## src/rtl/axis_crc32_mpeg2_pkg_prm.sv

```systemverilog
// Shared parameters and CRC helper for the CRC32/MPEG-2 stream blocks.
package axis_crc32_mpeg2_pkg_prm;

  localparam logic [31:0] INIT_CRC      = 32'hFFFF_FFFF;
  localparam logic [31:0] POLY_CRC      = 32'h04C1_1DB7;
  localparam int          CHK_CNT_WIDTH = 16;

  // One 32-bit word folded into the CRC: load c^d, then 32 MSB-first
  // shift/XOR iterations (no reflection, no final XOR).
  function automatic logic [31:0] crc32_step(input logic [31:0] c,
                                             input logic [31:0] d,
                                             input logic [31:0] poly);
    logic [31:0] r;
    r = c ^ d;
    for (int i = 0; i < 32; i++) begin
      if (r[31]) begin
        r = {r[30:0], 1'b0} ^ poly;
      end else begin
        r = {r[30:0], 1'b0};
      end
    end
    return r;
  endfunction

endpackage

```

## src/rtl/crc32_mpeg2_step.sv

```systemverilog
// Combinational CRC32/MPEG-2 word step, shared by generator and checker.
module crc32_mpeg2_step
  import axis_crc32_mpeg2_pkg_prm::*;
#(
  parameter logic [31:0] POLY = POLY_CRC
) (
  input  logic [31:0] crc_in,
  input  logic [31:0] data_in,
  output logic [31:0] crc_out
);

  // Fold one data word into the running CRC within a single cycle.
  always_comb begin
    crc_out = crc32_step(crc_in, data_in, POLY);
  end

endmodule

```

## src/rtl/axis_crc32_mpeg2_check.sv

```systemverilog
// AXI-Stream CRC32/MPEG-2 checker: strips the trailing CRC word, moves
// tlast onto the last payload word and reports pass/fail per frame.
module axis_crc32_mpeg2_check
  import axis_crc32_mpeg2_pkg_prm::*;
#(
  parameter logic [31:0] INIT_CRC_P = INIT_CRC,
  parameter logic [31:0] POLY_CRC_P = POLY_CRC,
  parameter int          CNT_WIDTH  = CHK_CNT_WIDTH
) (
  input  logic                 aclk,
  input  logic                 aresetn,
  input  logic [31:0]          s_axis_tdata,
  input  logic                 s_axis_tvalid,
  input  logic                 s_axis_tlast,
  output logic                 s_axis_tready,
  output logic [31:0]          m_axis_tdata,
  output logic                 m_axis_tvalid,
  output logic                 m_axis_tlast,
  input  logic                 m_axis_tready,
  output logic                 crc_done,
  output logic                 crc_ok,
  output logic [CNT_WIDTH-1:0] frame_cnt,
  output logic [CNT_WIDTH-1:0] err_cnt
);

  localparam logic [CNT_WIDTH-1:0] CNT_MAX = {CNT_WIDTH{1'b1}};
  localparam logic [CNT_WIDTH-1:0] CNT_ONE = {{(CNT_WIDTH-1){1'b0}}, 1'b1};

  logic [31:0] crc_r;
  logic [31:0] crc_next_s;
  logic [31:0] hold_data_r;
  logic        hold_valid_r;
  logic        accept_s;
  logic        load_out_s;
  logic        frame_end_s;
  logic        frame_bad_s;

  crc32_mpeg2_step #(
    .POLY (POLY_CRC_P)
  ) u_step (
    .crc_in  (crc_r),
    .data_in (s_axis_tdata),
    .crc_out (crc_next_s)
  );

  assign s_axis_tready = !m_axis_tvalid || m_axis_tready;

  // Decode the handshake into load/end-of-frame strobes.
  always_comb begin
    accept_s    = s_axis_tvalid && s_axis_tready;
    load_out_s  = accept_s && hold_valid_r;
    frame_end_s = accept_s && s_axis_tlast;
    if (frame_end_s) begin
      frame_bad_s = (crc_r != s_axis_tdata);
    end else begin
      frame_bad_s = 1'b0;
    end
  end

  // Running CRC and one-word hold stage; a word waits here until the next
  // beat reveals whether it is the last payload word.
  always_ff @(posedge aclk) begin
    if (!aresetn) begin
      crc_r        <= INIT_CRC_P;
      hold_data_r  <= 32'h0000_0000;
      hold_valid_r <= 1'b0;
    end else if (accept_s) begin
      if (s_axis_tlast) begin
        crc_r        <= INIT_CRC_P;
        hold_valid_r <= 1'b0;
      end else begin
        crc_r        <= crc_next_s;
        hold_data_r  <= s_axis_tdata;
        hold_valid_r <= 1'b1;
      end
    end
  end

  // Output register: loaded from the hold stage, emptied by downstream ready.
  always_ff @(posedge aclk) begin
    if (!aresetn) begin
      m_axis_tdata  <= 32'h0000_0000;
      m_axis_tlast  <= 1'b0;
      m_axis_tvalid <= 1'b0;
    end else if (load_out_s) begin
      m_axis_tdata  <= hold_data_r;
      m_axis_tlast  <= s_axis_tlast;
      m_axis_tvalid <= 1'b1;
    end else if (m_axis_tready) begin
      m_axis_tvalid <= 1'b0;
    end
  end

  // Per-frame status pulse and saturating frame/error counters.
  always_ff @(posedge aclk) begin
    if (!aresetn) begin
      crc_done  <= 1'b0;
      crc_ok    <= 1'b0;
      frame_cnt <= {CNT_WIDTH{1'b0}};
      err_cnt   <= {CNT_WIDTH{1'b0}};
    end else begin
      crc_done <= frame_end_s;
      crc_ok   <= frame_end_s && !frame_bad_s;
      if (frame_end_s && (frame_cnt != CNT_MAX)) begin
        frame_cnt <= frame_cnt + CNT_ONE;
      end
      if (frame_bad_s && (err_cnt != CNT_MAX)) begin
        err_cnt <= err_cnt + CNT_ONE;
      end
    end
  end

endmodule

```

## config.mk

```make
export PLATFORM = sky130hd
export DESIGN_NAME = axis_crc32_mpeg2_check
export DESIGN_NICKNAME = d
export VERILOG_FILES = /design/src/rtl/axis_crc32_mpeg2_pkg_prm.sv /design/src/rtl/crc32_mpeg2_step.sv /design/src/rtl/axis_crc32_mpeg2_check.sv
export SDC_FILE = /design/constraint.sdc
export NUM_CORES = 1
export LEC_CHECK = 0
export ABC_AREA = 1
export BUFFER_PORTS_ARGS = -buffer_cell sky130_fd_sc_hd__buf_2
export CAP_MARGIN = 15
export CORE_MARGIN = 4
export CORE_UTILIZATION = 51
export CTS_CLUSTER_SIZE = 40
export DETAILED_ROUTE_END_ITERATION = 10
export GPL_TIMING_DRIVEN = 0
export PLACE_DENSITY = 0.71
export RECOVER_POWER = 25
export SLEW_MARGIN = 20
export SYNTH_ARGS = -nofsm -noshare
export SYNTH_HDL_FRONTEND = slang
export SYNTH_SLANG_ARGS = --single-unit
```

## constraint.sdc

```tcl
create_clock -name aclk -period 5.1 [get_ports aclk]
set_clock_uncertainty 0.15 [all_clocks]
set_input_delay 0.255 -clock aclk [delete_from_list [all_inputs] [get_ports aclk]]
set_output_delay 0.255 -clock aclk [all_outputs]
set_load 0.01 [all_outputs]
```

==> impl_metrics.ini <==
[logic_synthesis]
syn_area_sq_um = 10100
synth.avg_cell_area_sq_um = 6.22
synth_top_flop_cell = dfxtp_1
synth_cell_type_count = 48
ys_seq_area_share_pct = 26.2
synth_nets = 1672
syn_inst = 1631
synth_edf_count = 0
async_flop_share_pct = 0
ys_ff_latch = 133
yosys_warnings = 0

[timing]
tightestPinTransition_ns = 0.894
rsz0062_at_grt = false
maxSlewHeadroom_pct = 40.0
hold_viol_final = 0
drv_slew = 0
setup_viol = 0
max_freq_mhz = 250
period_share_pct = 78.3
finalCriticalPeriod_ns = 3.99
fin_tns_setup_ns = 0

[grt]
grt_usage_pct = 30.3
antenna_found_initial = 0
grt_start_max_net_pins = 17
grt_pass1_wl_mm = 52.8
first_global_vias = 10000
grt_overflow_total = 0

[die]
initial_core_util_pct = 51.9
die_area_sq_um = 22200
rows = 51
die_w_microns = 149
core-area_sq_um = 19500
die_y_microns = 149
ios = 106

[route]
drt-initial-drc-count = 963
dr_total_vias = 11000
wl_per_cell_microns = 16.6
first_pass_iters = 6
drcViolationCount = 0
ant_nets = 0
wirelength_mm = 34.1
via_per_inst = 5.37

[critical_path]
cp-end-kind = register
cp.arrival_ns = 4.14
worst_setup_path_start_kind = primary input
crit_type = primary input to register
rrSetupSlack_ns = 1.35
cp_max_fo = 8
r2r-start = crc_r[30]
ff2ff_path_depth = 20
rr_endpoint = crc_r[23]
cp.required_ns = 5.24

[cts]
clk_latency_ns = 0.42
cts_tree = built
clkSlewWorstSetupHoldPaths_ns = 0.07
cts_setup_buffers = 0
cts_sinks = 133
cts_resized = 0
cts_root_buf = clkbuf_16
cts-htree-levels = 4
cts_hold_buf = 21
cts_made_buffers = 17
clockBufferDepth = 2

[cells_and_area]
layout-drive-gt1-share_pct = 13.7
syn_to_final_growth_pct = 15.4
n_antenna_cell = 0
final_cell_mix = nand2_1 (571), nand3_1 (167), nor2_1 (136), dfxtp_1 (133), inv_1 (124)
mostFrequentLayoutCell = nand2_1
nNetsFinal = 1817

[place]
dpl.hpwl_mm = 27.1
numPortBuffers = 105
gp_congestion = 0.997

[flow_run]
drv_cap = 0

[min_path]
hp-class = primary input to register
hold_depth = 3
hold_start = s_axis_tdata[28]
holdPathEnd = hold_data_r[28]

[status]
status = complete, no violations
## layer usage
metal	up-vias	track usage, %	wire length (microns)
met5	-	0	0
met4	0	10.9	1190
met2	419	49.1	15500
met3	79	5.68	2870
li1	5482	-	-
met1	5056	40.5	14600
## kinds of logic after synthesis
family	synth area share, %
simple gates	46.7
buf+inv	6.45
compound gates	8.49
flops	26.2
xor+xnor	11.7
fa+ha+maj	0.493
## synthesized netlist by cell type (3+ instances only)
master,instances,area [sq um]
or2_2,15,93.8
buf_2,5,25.0
xnor2_1,32,280
clkbuf_1,27,101
inv_1,124,465
nor4_1,5,31.3
nor3b_1,4,30.0
nand2_2,65,407
a21oi_1,41,205
nand2_1,571,2140
ha_1,4,50.1
nand2_4,24,270
nor2_1,136,510
a31oi_1,3,18.8
inv_2,12,45.0
nor3_1,21,105
nand4_1,7,43.8
o21a_1,3,22.5
xor2_2,8,130
nand3_1,167,836
o21ai_1,6,30.0
xor2_1,77,674
o21ai_0,95,475
dfxtp_1,133,2660
nand3_2,15,150
## per-stage QoR
stage               hold WS [ns]  setup slack [ns]  cells  instance area (sq um)  util (%)
floorplan                  0.240              2.42   1631                  10100         -
CTS                      0.00206              1.24   2054                  11800      60.3
global placement           0.298              1.48   2001                  11000      56.3
detailed placement         0.308              1.44   2001                  11000      56.3
finish                    0.0162              1.11   2054                  11700      60.0
global route              0.0115             0.951   2054                  11700      60.0
## state kept, by name, indices dropped and copies added, names as in the netlist
name	flops
m_axis_tvalid	1
crc_r	32
frame_cnt	16
crc_done	1
m_axis_tdata	32
hold_data_r	32
m_axis_tlast	1
err_cnt	16
hold_valid_r	1
crc_ok	1
## worst max-delay path by stage
stage	start	endpoint	slack, ns
global placement	s_axis_tdata[30]	crc_r[8]	1.48
floorplan	crc_r[26]	crc_r[17]	2.42
global route	s_axis_tdata[30]	crc_r[23]	0.95
detailed placement	s_axis_tdata[30]	crc_r[8]	1.44
finish	s_axis_tdata[30]	crc_r[23]	1.11
CTS	s_axis_tdata[30]	crc_r[23]	1.24
## worst max-delay path, cell delays in order
cell           delay (ns)
dlygate4sd3_1        0.56
buf_2                0.15
inv_1                0.08
nand2_1              0.06
nand2_1              0.25
nand2_1              0.11
nand2_2              0.17
inv_2                0.11
nand3_1              0.11
nand2_2              0.18
inv_2                0.18
nand3_1              0.11
nand2_2              0.20
nand3_1              0.12
nand2_1              0.36
nand3_2              0.26
nand2_4              0.22
nand2_4              0.08
a21oi_2              0.27
nand2_1              0.12
o211ai_2             0.10
nand2_1              0.06
## layout make-up
cell class / count / area [sq um]
Clock inverter: 15 / 135
Sequential cell: 133 / 2660
Clock buffer: 17 / 425
Fill cell: 1947 / 7820
Timing Repair Buffer: 126 / 673
Inverter: 138 / 520
Tap cell: 265 / 332
Buffer: 34 / 134
Multi-Input combinational cell: 1326 / 6830
Power is not shown: default switching activity piles up to over one toggle a cycle in this logic, so the estimate is an artifact.
